### config.mk
export PLATFORM = sky130hd
export DESIGN_NAME = ripple_borrow_subtractor_flat
export DESIGN_NICKNAME = d
export VERILOG_FILES = /design/src/rtl/ripple_borrow_subtractor_pkg.sv /design/src/rtl/ripple_borrow_subtractor_if.sv /design/src/rtl/ripple_borrow_subtractor_slice.sv /design/src/rtl/ripple_borrow_subtractor.sv /design/src/flat_wrapper.sv
export SDC_FILE = /design/constraint.sdc
export NUM_CORES = 1
export LEC_CHECK = 0
export CAP_MARGIN = 20
export CORE_MARGIN = 2
export CORE_UTILIZATION = 40
export CTS_BUF_LIST = sky130_fd_sc_hd__clkbuf_4 sky130_fd_sc_hd__clkbuf_8
export DETAILED_ROUTE_END_ITERATION = 6
export HOLD_SLACK_MARGIN = 0.05
export PLACE_DENSITY_LB_ADDON = 0.1
export SLEW_MARGIN = 10
export SYNTH_ARGS = -nofsm -noshare
export SYNTH_HDL_FRONTEND = slang
export SYNTH_SLANG_ARGS = --single-unit
### constraint.sdc
create_clock -name clk -period 4 [get_ports clk]
set_input_delay 0.4 -clock clk [delete_from_list [all_inputs] [get_ports clk]]
set_output_delay 0.4 -clock clk [all_outputs]
set_load 0.02 [all_outputs]
### src/rtl/ripple_borrow_subtractor_pkg.sv
// Shared constants, state encoding and parameter checks for the multi-cycle
// ripple-borrow subtractor.
package ripple_borrow_subtractor_pkg;

    localparam int unsigned WIDTH_DEF = 64;
    localparam int unsigned SLICE_DEF = 8;

    typedef enum logic [1:0] {
        ST_IDLE = 2'd0,
        ST_RUN  = 2'd1,
        ST_DONE = 2'd2
    } state_e;

    function automatic bit width_ok(input int unsigned width, input int unsigned slice);
        return (slice != 0) && ((width % slice) == 0);
    endfunction

    function automatic int unsigned cnt_width(input int unsigned n);
        return (n > 1) ? $clog2(n) : 1;
    endfunction

endpackage

### src/rtl/ripple_borrow_subtractor_if.sv
// Request/result bundle of the subtractor; zero/neg/ovf exist only when
// SUB_FLAGS_EN is defined.
interface ripple_borrow_subtractor_if
    import ripple_borrow_subtractor_pkg::*;
#(
    parameter int unsigned WIDTH = WIDTH_DEF
) ();

    logic             start;
    logic [WIDTH-1:0] a;
    logic [WIDTH-1:0] b;
    logic             bi;
    logic             busy;
    logic             done;
    logic [WIDTH-1:0] d;
    logic             bo;
`ifdef SUB_FLAGS_EN
    logic             zero;
    logic             neg;
    logic             ovf;
`endif

    modport master (
        output start, a, b, bi,
        input  busy, done, d, bo
`ifdef SUB_FLAGS_EN
        , zero, neg, ovf
`endif
    );

    modport slave (
        input  start, a, b, bi,
        output busy, done, d, bo
`ifdef SUB_FLAGS_EN
        , zero, neg, ovf
`endif
    );

endinterface

### src/rtl/ripple_borrow_subtractor_slice.sv
// Combinational SLICE-bit digit subtractor: a - b - bin with borrow-out.
module slice_subtractor
    import ripple_borrow_subtractor_pkg::*;
#(
    parameter int unsigned SLICE = SLICE_DEF
) (
    input  logic [SLICE-1:0] a_i,
    input  logic [SLICE-1:0] b_i,
    input  logic             bin_i,
    output logic [SLICE-1:0] diff_c_o,
    output logic             bout_c_o
);

    localparam int unsigned RW = SLICE + 1;

    logic [RW-1:0] res;

    // The extra top bit goes to 1 exactly when the digit result is negative.
    assign res = {1'b0, a_i} - {1'b0, b_i} - RW'(bin_i);
    assign {bout_c_o, diff_c_o} = res;

endmodule

### src/rtl/ripple_borrow_subtractor.sv
// Multi-cycle d = a - b - bi, one SLICE digit per clock with a registered
// borrow between digits. Optional result flags under SUB_FLAGS_EN.
module ripple_borrow_subtractor
    import ripple_borrow_subtractor_pkg::*;
#(
    parameter int unsigned WIDTH = WIDTH_DEF,
    parameter int unsigned SLICE = SLICE_DEF
) (
    input  logic                       clk,
    input  logic                       rst,
    ripple_borrow_subtractor_if.slave  bus
);

    localparam int unsigned N  = WIDTH / SLICE;
    localparam int unsigned KW = cnt_width(N);

    localparam logic [1:0] IDLE = ST_IDLE;
    localparam logic [1:0] RUN  = ST_RUN;
    localparam logic [1:0] DONE = ST_DONE;

    if (!width_ok(WIDTH, SLICE)) begin : g_bad_width
        $error("ripple_borrow_subtractor: WIDTH must be a nonzero multiple of SLICE");
    end

    logic [1:0]       state_q,  state_d;
    logic [KW-1:0]    k_q,      k_d;
    logic [WIDTH-1:0] a_q,      a_d;
    logic [WIDTH-1:0] b_q,      b_d;
    logic             a_msb_q,  a_msb_d;
    logic             b_msb_q,  b_msb_d;
    logic             borrow_q, borrow_d;
    logic [WIDTH-1:0] d_q,      d_d;
    logic             bo_q,     bo_d;
    logic             busy_q,   busy_d;
    logic             done_q,   done_d;
`ifdef SUB_FLAGS_EN
    logic             zero_q,   zero_d;
    logic             neg_q,    neg_d;
    logic             ovf_q,    ovf_d;
`endif

    logic [SLICE-1:0] slice_diff;
    logic             slice_bout;

    // Operands shift right so the current digit always sits in the low slice.
    slice_subtractor #(.SLICE(SLICE)) u_slice (
        .a_i      (a_q[SLICE-1:0]),
        .b_i      (b_q[SLICE-1:0]),
        .bin_i    (borrow_q),
        .diff_c_o (slice_diff),
        .bout_c_o (slice_bout)
    );

    always_comb begin
        state_d  = state_q;
        k_d      = k_q;
        a_d      = a_q;
        b_d      = b_q;
        a_msb_d  = a_msb_q;
        b_msb_d  = b_msb_q;
        borrow_d = borrow_q;
        d_d      = d_q;
        bo_d     = bo_q;
        busy_d   = 1'b0;
        done_d   = 1'b0;
`ifdef SUB_FLAGS_EN
        zero_d   = zero_q;
        neg_d    = neg_q;
        ovf_d    = ovf_q;
`endif
        case (state_q)
            IDLE, DONE: begin
                if (bus.start) begin
                    a_d      = bus.a;
                    b_d      = bus.b;
                    a_msb_d  = bus.a[WIDTH-1];
                    b_msb_d  = bus.b[WIDTH-1];
                    borrow_d = bus.bi;
                    k_d      = '0;
                    state_d  = RUN;
                    busy_d   = 1'b1;
                end else begin
                    state_d  = IDLE;
                end
            end
            RUN: begin
                a_d      = a_q >> SLICE;
                b_d      = b_q >> SLICE;
                // Digits enter at the top; after N steps digit 0 lands at bit 0.
                d_d      = WIDTH'({slice_diff, d_q} >> SLICE);
                borrow_d = slice_bout;
                k_d      = k_q + KW'(1);
                if (k_q == KW'(N - 1)) begin
                    bo_d    = slice_bout;
                    state_d = DONE;
                    done_d  = 1'b1;
`ifdef SUB_FLAGS_EN
                    zero_d  = (d_d == '0);
                    neg_d   = d_d[WIDTH-1];
                    ovf_d   = (a_msb_q != b_msb_q) && (d_d[WIDTH-1] != a_msb_q);
`endif
                end else begin
                    busy_d  = 1'b1;
                end
            end
            default: state_d = IDLE;
        endcase
    end

    always_ff @(posedge clk) begin
        if (rst) begin
            state_q  <= IDLE;
            k_q      <= '0;
            a_q      <= '0;
            b_q      <= '0;
            a_msb_q  <= 1'b0;
            b_msb_q  <= 1'b0;
            borrow_q <= 1'b0;
            d_q      <= '0;
            bo_q     <= 1'b0;
            busy_q   <= 1'b0;
            done_q   <= 1'b0;
`ifdef SUB_FLAGS_EN
            zero_q   <= 1'b0;
            neg_q    <= 1'b0;
            ovf_q    <= 1'b0;
`endif
        end else begin
            state_q  <= state_d;
            k_q      <= k_d;
            a_q      <= a_d;
            b_q      <= b_d;
            a_msb_q  <= a_msb_d;
            b_msb_q  <= b_msb_d;
            borrow_q <= borrow_d;
            d_q      <= d_d;
            bo_q     <= bo_d;
            busy_q   <= busy_d;
            done_q   <= done_d;
`ifdef SUB_FLAGS_EN
            zero_q   <= zero_d;
            neg_q    <= neg_d;
            ovf_q    <= ovf_d;
`endif
        end
    end

    assign bus.busy = busy_q;
    assign bus.done = done_q;
    assign bus.d    = d_q;
    assign bus.bo   = bo_q;
`ifdef SUB_FLAGS_EN
    assign bus.zero = zero_q;
    assign bus.neg  = neg_q;
    assign bus.ovf  = ovf_q;
`endif

endmodule

### src/flat_wrapper.sv
// flat-port wrapper written by rule: the top's interface ports become plain ports
module ripple_borrow_subtractor_flat import ripple_borrow_subtractor_pkg::*;
#(
    parameter int unsigned WIDTH = WIDTH_DEF,
    parameter int unsigned SLICE = SLICE_DEF
)
  (clk, rst, bus_start, bus_a, bus_b, bus_bi, bus_busy, bus_done, bus_d, bus_bo);
  ripple_borrow_subtractor_if #(.WIDTH(WIDTH)) bus_i ();
  input  logic clk;
  input  logic rst;
  input wire logic [$bits(bus_i.start)-1:0] bus_start;
  input wire logic [$bits(bus_i.a)-1:0] bus_a;
  input wire logic [$bits(bus_i.b)-1:0] bus_b;
  input wire logic [$bits(bus_i.bi)-1:0] bus_bi;
  output wire logic [$bits(bus_i.busy)-1:0] bus_busy;
  output wire logic [$bits(bus_i.done)-1:0] bus_done;
  output wire logic [$bits(bus_i.d)-1:0] bus_d;
  output wire logic [$bits(bus_i.bo)-1:0] bus_bo;
  assign bus_i.start = bus_start;
  assign bus_i.a = bus_a;
  assign bus_i.b = bus_b;
  assign bus_i.bi = bus_bi;
  assign bus_busy = bus_i.busy;
  assign bus_done = bus_i.done;
  assign bus_d = bus_i.d;
  assign bus_bo = bus_i.bo;
  ripple_borrow_subtractor #(.WIDTH(WIDTH), .SLICE(SLICE)) u_core (.clk(clk), .rst(rst), .bus(bus_i));
endmodule
# == Word-level counts from Yosys, hierarchy flattened ==
# Index checks and enable logic that the tools add are counted.
# op_classes
n_addsub,3
n_eq_ne,5
muxes,15
bitwise_logic,1
reduce_logical,6
# ops
op,n
64-bit one-hot mux with 2 select lines,2
64-bit 2-to-1 mux,2
8-bit by 8-bit subtractor with 9-bit output,1
9-bit by 1-bit subtractor with 9-bit output,1
3-bit one-hot mux with 2 select lines,1
1-bit 2-to-1 mux,5
1-bit one-hot mux with 2 select lines,2
2-bit one-hot mux with 2 select lines,1
2-bit AND reduction,2
2-bit OR reduction,2
"3-bit by 1-bit adder with 3-bit output, second input constant",1
"3-bit == test, second input constant",1
3-bit 2-to-1 mux,1
"2-bit by 1-bit == test with 1-bit output, second input constant",1
"2-bit == test, second input constant",1
2-bit logical NOT,1
2-bit 2-to-1 mux,1
"2-bit by 1-bit != test with 1-bit output, second input constant",1
"2-bit != test, second input constant",1
2-bit nonzero test,1
1-bit NOT,1
# word_totals
register_bits,201
output_inout_bits,67
wordCells,39

# == Longest topological paths before layout ==
# Gate-level depths: netlist of the first run.
# depth
depth_word,4
depth_mapped,11
mapped_depth_nobuf,11

# == Cells and area by module ==
# A second synthesis of the first run with hierarchy kept.
# unflattened
hier_cells,970
hier_area_um2,8079.0
# by_module_without_submodules
module,instances,cells_each,area_each_um2,seq_area_each_um2
ripple_borrow_subtractor,1,897,7539.7,4023.9
slice_subtractor,1,73,539.3,0.0

# == Worst setup path after synthesis of the first run ==
# Ideal clock, no wire load.
# synth_path
path_type,register to register
startpoint,reg u_core.borrow_q
endpoint,"reg u_core.bo_q, in the netlist u_core.bus.bo"
setup_ns,0.091
arrival_time_ns,2.587
required_ns,3.909
slack_ns,1.322
stages_incl_launch_ff,12
period_less_slack_ns,2.678
path_cell_list,dfxtp_1 -> inv_1 -> fa_1 -> inv_1 -> ha_1 -> or2_2 -> fa_1 -> nor3b_1 -> o211ai_1 -> o211ai_1 -> xnor2_1 -> a311oi_1
# synth_between
elab_chain_cells,1
# synth_lines
element,line,rtl
start: declaration,ripple_borrow_subtractor.sv:31,"logic borrow_q, borrow_d;"
start signal: assignment,ripple_borrow_subtractor.sv:135,borrow_q <= borrow_d;
9-bit by 1-bit subtractor with 9-bit output,ripple_borrow_subtractor_slice.sv:19,"assign res = {1'b0, a_i} - {1'b0, b_i} - RW'(bin_i);"
end signal: assignment,ripple_borrow_subtractor.sv:137,bo_q <= bo_d;
end: declaration,ripple_borrow_subtractor.sv:33,"logic bo_q, bo_d;"
# No other way between the ends.
# A chain may end at the register's enable or synchronous reset.

# == Final worst setup path of the first run ==
# Same ends and word-level chain as after synthesis.

==> results.cfg, run 1 <==
[synthesis]
syn_area_per_cell_um2 = 9.015
synth_edf_count = 0
netlist_instances = 936
ys_top_cells_by_area = dfxtp_1 48%, mux2i_1 12%, a211oi_1 10%, nor2_1 6.7%, nand2_1 5.4%
ys_seq_area_share_pct = 47.69
synth_ff_type = dfxtp_1
yosysMostFrequentCell = dfxtp_1
syn-num-nets = 1086
syn-cell-area_um2 = 8438
yosys.area.top_type = dfxtp_1
yosys_register_bits = 201
ys_types = 36
synth_warnings = 0
synthArstFlopShare_pct = 0
synth_top_area_share_pct = 47.69
synth_common_cells = 201 x dfxtp_1, 150 x nor2_1, 122 x nand2_1

[sta]
fin_crit_sh_pct = 71.84
maxSlewHeadroom_pct = 34.67
fin_tns_setup_ns = 0
setup_viol = 0
rsz0062_at_grt = false
period_needed_ns = 2.874
postLayoutSetupSlackWorst_ns = 1.126
worst_pin_slew_ns = 0.9800
slew_violations = 0
skew_ns = 0.02531
fmax_ghz = 0.3480
hold_viol = 0

[floorplanning]
core_area_um2 = 20890
die_area_um2 = 22270
boundaryPins = 199
floorplan.initialDensity_pct = 40.40
die_w_um = 149.2
row_count = 53
die_h_um = 149.2

[drt]
route.detailed.drc = 0
drt-wirelength-per-cell_um = 14.95
totalWireLength_mm = 20.99
route.vias.total = 7015
routed_via_density = 4.996
firstDrtPassIters = 4
first_iter_violations = 269
ant_nets = 0

[cts]
cts-root-buf = clkbuf_8
cts_setup_buffers = 0
clock_latency_ns = 0.52
ctsResizeCount = 0
cts_made_buffers = 38
cts.sinks = 201
path_clk_slew_ns = 0.06
clockBufferDepth = 3
cts_tree = built
ctsHoldBuffers = 0
cts_max_level = 2

[run_status]
status = finished clean

[placement]
hpwl_mm = 13.50
pre_cts_slack_ns = 1.139
portBuffers = 198
gp_congestion = 0.7436

[setup_path]
critPathArrivalTime_ns = 3.30
required_ns = 4.42
critical_path_class = reg2reg
crit_path_max_fanout = 3
crit_path_start_kind = register
crit_path_end_kind = register

[power_and_ir_drop]
leakage_nw = 4.341
power_per_cell_area_nw_per_um2 = 456.2
irDropWorstVdd_mv = 0.2451

[global_route]
grt_usage_pct = 18.50
antenna_found_initial = 2
grt_pass1_wl_mm = 33.61
gr-total-overflow = 0
grt_max_degree = 130
grt_pass1_vias = 6669

[final_layout]
utilization_pct = 54.03
final_layout_size_suffix_gt1_share_pct = 7.092
nNetsFinal = 1252
area_growth_pct = 33.75

[hold_path]
hp-class = reg2reg

[run]
drv_cap = 0
cell type report:
| cell class | instances | area, µm² |
|---|---|---|
| fill | 2036 | 9603 |
| sequential | 201 | 4024 |
| multi-input combinational | 634 | 3936 |
| timing repair buffer | 206 | 2093 |
| clock buffer | 61 | 777.0 |
| tap | 275 | 344.1 |
| inverter | 21 | 78.83 |
| clock inverter | 5 | 30.03 |
| antenna | 1 | 2.502 |
cells by family after synthesis:
family,after synthesis,share of synthesized area [%]
AND/OR/NAND/NOR,297,13.98
AO/OA/AOI/OAI,210,16.70
XOR/XNOR,5,0.5191
adder cells (fa/ha/maj),18,2.847
buffers and inverters,101,5.931
multiplexers,104,12.34
flip-flops,201,47.69
stage by stage:
| step | area [µm²] | hold WS (ns) | instances | power (mW) |
|---|---|---|---|---|
| floorplan | 8438 | 0.4661 | 936 | 2.834 |
| global placement | 10480 | 0.4431 | 1337 | 3.112 |
| detailed placement | 10480 | 0.4463 | 1337 | 3.118 |
| CTS | 11280 | 0.4536 | 1403 | 5.224 |
| global route | 11290 | 0.4733 | 1404 | 5.425 |
| finish | 11290 | 0.4517 | 1404 | 5.149 |
critical path: stages (launching register included):
cell and delay (ns):
dfxtp_1 0.30, inv_1 0.06, fa_1 0.56, inv_1 0.05, ha_1 0.19, or2_2 0.29
fa_1 0.44, nor3b_1 0.27, o211ai_1 0.11, o211ai_1 0.12, xnor2_1 0.11, a311oi_1 0.27
where the power goes:
part | total [mW] | leakage [nW] | switching (mW) | internal (mW)
combinational | 0.834 | 2.27 | 0.429 | 0.405
sequential | 2.24 | 1.65 | 0.0844 | 2.15
clock | 2.08 | 0.425 | 0.853 | 1.23
flip-flops by register name, indices dropped and copies added (netlist names):
register and count:
u_core.bus.done 1, u_core.borrow_q 1, u_core.bus.busy 1, u_core.b_q 64
u_core.bus.bo 1, u_core.a_q 64, u_core.bus.d 64, u_core.state_q 2
u_core.k_q 3
layer usage:
layer / track usage, % / vias up / share of wire, %
li1: - / 3603 / -
met5: 0 / - / 0.062
met3: 5.505 / 40 / 6.8
met1: 24.29 / 3188 / 47
met2: 29.06 / 182 / 44
met4: 6.333 / 2 / 2.2
path summary, 6_finish.rpt:
check / from / end / slack, ns / cells past startpoint
hold / removal: u_core.bus.d[1]$_SDFFE_PP0P_ / u_core.bus.d[1]$_SDFFE_PP0P_ / 0.45 / 2
setup reg to reg: u_core.borrow_q$_SDFFE_PP0P_ / u_core.bus.bo$_SDFFE_PP0P_ / 1.13 / 11
setup / recovery: u_core.borrow_q$_SDFFE_PP0P_ / u_core.bus.bo$_SDFFE_PP0P_ / 1.13 / 11
hold reg to reg: u_core.bus.d[1]$_SDFFE_PP0P_ / u_core.bus.d[1]$_SDFFE_PP0P_ / 0.45 / 2
cells in the final DEF, fill, tap and decap left out, types with 4 or more instances in the layout:
| master | netlist | routed |
|---|---|---|
| dfxtp_1 | 201 | 201 |
| clkdlybuf4s50_1 | 0 | 197 |
| nor2_1 | 150 | 150 |
| nand2_1 | 122 | 122 |
| a211oi_1 | 115 | 115 |
| mux2i_1 | 104 | 104 |
| a21oi_1 | 66 | 66 |
| clkbuf_8 | 0 | 51 |
| inv_1 | 21 | 21 |
| a22oi_1 | 18 | 18 |
| ha_1 | 16 | 16 |
| clkbuf_4 | 0 | 10 |
| nor3_1 | 9 | 9 |
| buf_4 | 4 | 4 |
| buf_12 | 0 | 4 |
Note: power is estimated with default switching activity, not from simulation.
==> run 2, diff against run 1 <==
==> constraint.sdc (replaced) <==
create_clock -name clk -period 2.8 [get_ports clk]
set_input_delay 0.28 -clock clk [delete_from_list [all_inputs] [get_ports clk]]
set_output_delay 0.28 -clock clk [all_outputs]
set_load 0.02 [all_outputs]
==> run 2 against run 1 <==
- clock power grew 28%
- routed wire length down 0.18%
- utilization increased by 0.12 points
- global-route usage increased by 0.073 points
- sequential power is 43% higher
- clock-buffer cell count shrank 9
- critical path type unchanged
==> results.cfg, run 2 (synthesis gave the netlist of run 1 again) <==
[drt]
route.vias.total = 6997
routed_via_density = 4.987
firstDrtPassIters = 4
first_iter_violations = 303
drt-wirelength-per-cell_um = 14.93
totalWireLength_mm = 20.95
route.detailed.drc = 0
ant_nets = 0

[final_layout]
final_layout_size_suffix_gt1_share_pct = 7.624
mostFrequentLayoutCells = 200 x dfxtp_1, 197 x clkdlybuf4s50_1, 150 x nor2_1, 122 x nand2_1, 115 x a211oi_1
layout_commonest_cell = dfxtp_1
area_growth_pct = 34.04
utilization_pct = 54.15
nNetsFinal = 1260
fillers = 2005
insertedDiodeCount = 0
final_cell_area_um2 = 11310

[placement]
hpwl_mm = 13.78
gp_congestion = 0.7600
portBuffers = 198
placed_cell_area_um2 = 10590

[floorplanning]
row_count = 53
die_area_um2 = 22270
die_h_um = 149.2
die_w_um = 149.2
floorplan.initialDensity_pct = 40.40
core_area_um2 = 20890
boundaryPins = 199

[global_route]
grt_pass1_vias = 6728
grt_pass1_wl_mm = 33.84
antenna_found_initial = 2
grt_usage_pct = 18.57
grt_max_degree = 102
gr-total-overflow = 0

[sta]
skew_ns = 0.02539
fmax_ghz = 0.3786
slew_violations = 0
period_needed_ns = 2.641
rsz0062_at_grt = false
fin_crit_sh_pct = 94.33
hold_viol = 0
maxSlewHeadroom_pct = 46.46
setup_viol = 0
worst_pin_slew_ns = 0.8026
fin_tns_setup_ns = 0

[setup_path]
critPathArrivalTime_ns = 3.06
cp-endpoint = u_core.bus.bo$_SDFFE_PP0P_
required_ns = 3.22
max_stage_delay_ns = 0.56
critical-path-top-delay-family = adder cells
crit_buf_inv = 1
critical-path-slowest-cell = fa_1
r2r_cells = 10
crit_path_start_kind = register
r2r-end = u_core.bus.bo$_SDFFE_PP0P_
worst-path-stages = 10
cpMostUsedCell = o211ai_1
critical_path_class = reg2reg
crit_path_start = u_core.a_q[0]$_SDFFE_PP0P_
reg2reg_from = u_core.a_q[0]$_SDFFE_PP0P_
rrSetupSlack_ns = 0.16
crit_path_end_kind = register
path_cells = fa_1 -> inv_1 -> ha_2 -> or2_4 -> fa_2 -> nor3b_2 -> o211ai_1 -> o211ai_1 -> xnor2_1 -> a311oi_1
crit_path_max_fanout = 2

[cts]
path_clk_slew_ns = 0.06
cts_made_buffers = 37
ctsHoldBuffers = 0
cts.sinks = 201
cts_tree = built
cts-root-buf = clkbuf_8
clock_latency_ns = 0.52
clockBufferDepth = 3
cts_max_level = 2

[power_and_ir_drop]
irDropWorstVdd_mv = 0.3375
p_seq_share_pct = 45.0
p_int_mw = 5.213
pwr-share-comb_pct = 17.4
power_per_cell_area_nw_per_um2 = 627.6
p_sw_share_pct = 26.57
clockPowerShare_pct = 37.6
p_switching_mw = 1.886
leakage_nw = 4.347
power.total_mw = 7.099

[hold_path]
hp-class = in2reg

[run_status]
status = finished clean

[run]
drv_cap = 0
==> run 2: stage by stage <==
stage / worst slack (ns) / hold WS (ns) / std cells
after floorplan: 0.1219 / 0.4408 / 936
after global placement: 0.004694 / 0.4426 / 1345
after detailed placement: -0.05907 / 0.4461 / 1345
after CTS: 0.01605 / 0.1817 / 1402
after global routing: 0.03508 / 0.2041 / 1403
final: 0.1588 / 0.2175 / 1403
==> run 2: final cells by class <==
cell class | count | area, µm² | share of cell area, %
Timing Repair Buffer | 215 | 2211 | 19.55
Sequential cell | 201 | 4025 | 35.59
Multi-Input combinational cell | 634 | 3953 | 34.94
Inverter | 21 | 78.83 | 0.6969
Clock buffer | 52 | 671.9 | 5.940
Clock inverter | 5 | 27.53 | 0.2434
Tap cell | 275 | 344.1 | 3.042
==> run 2: timing repair <==
action,CTS,global route
resized for setup,1,6
endpoints found under the setup margin,2,4
hold endpoints to repair,0,0
pin swaps,2,8
setup buffers,0,1
==> run 2: power by group through the flow <==
stage	logic (mW)	clock network (mW)	registers, mW
floorplan	0.801	0	3.25
global placement	1.22	0	3.25
detailed placement	1.23	0	3.25
CTS	1.24	2.78	3.20
global route	1.38	2.91	3.22
finish	1.23	2.67	3.20
==> run 2: worst min path at each step <==
stage,from,end,slack (ns),cells past startpoint
floorplan,bus_a[56],u_core.a_q[56]$_SDFFE_PP0P_,0.44,2
global placement,u_core.bus.d[6]$_SDFFE_PP0P_,u_core.bus.d[6]$_SDFFE_PP0P_,0.44,2
detailed placement,u_core.bus.d[7]$_SDFFE_PP0P_,u_core.bus.d[7]$_SDFFE_PP0P_,0.45,2
CTS,rst,u_core.bus.d[57]$_SDFFE_PP0P_,0.18,2
global route,rst,u_core.bus.d[53]$_SDFFE_PP0P_,0.20,2
finish,rst,u_core.bus.d[62]$_SDFFE_PP0P_,0.22,2
==> run 2: per-layer routing <==
layer  track usage [%]  vias to the layer above  wire length, µm
met5                 0                        -               27
li1                  -                     3603                -
met2             29.77                      163             9605
met4             4.810                        4              292
met1             24.41                     3198             9723
met3             5.688                       29             1303
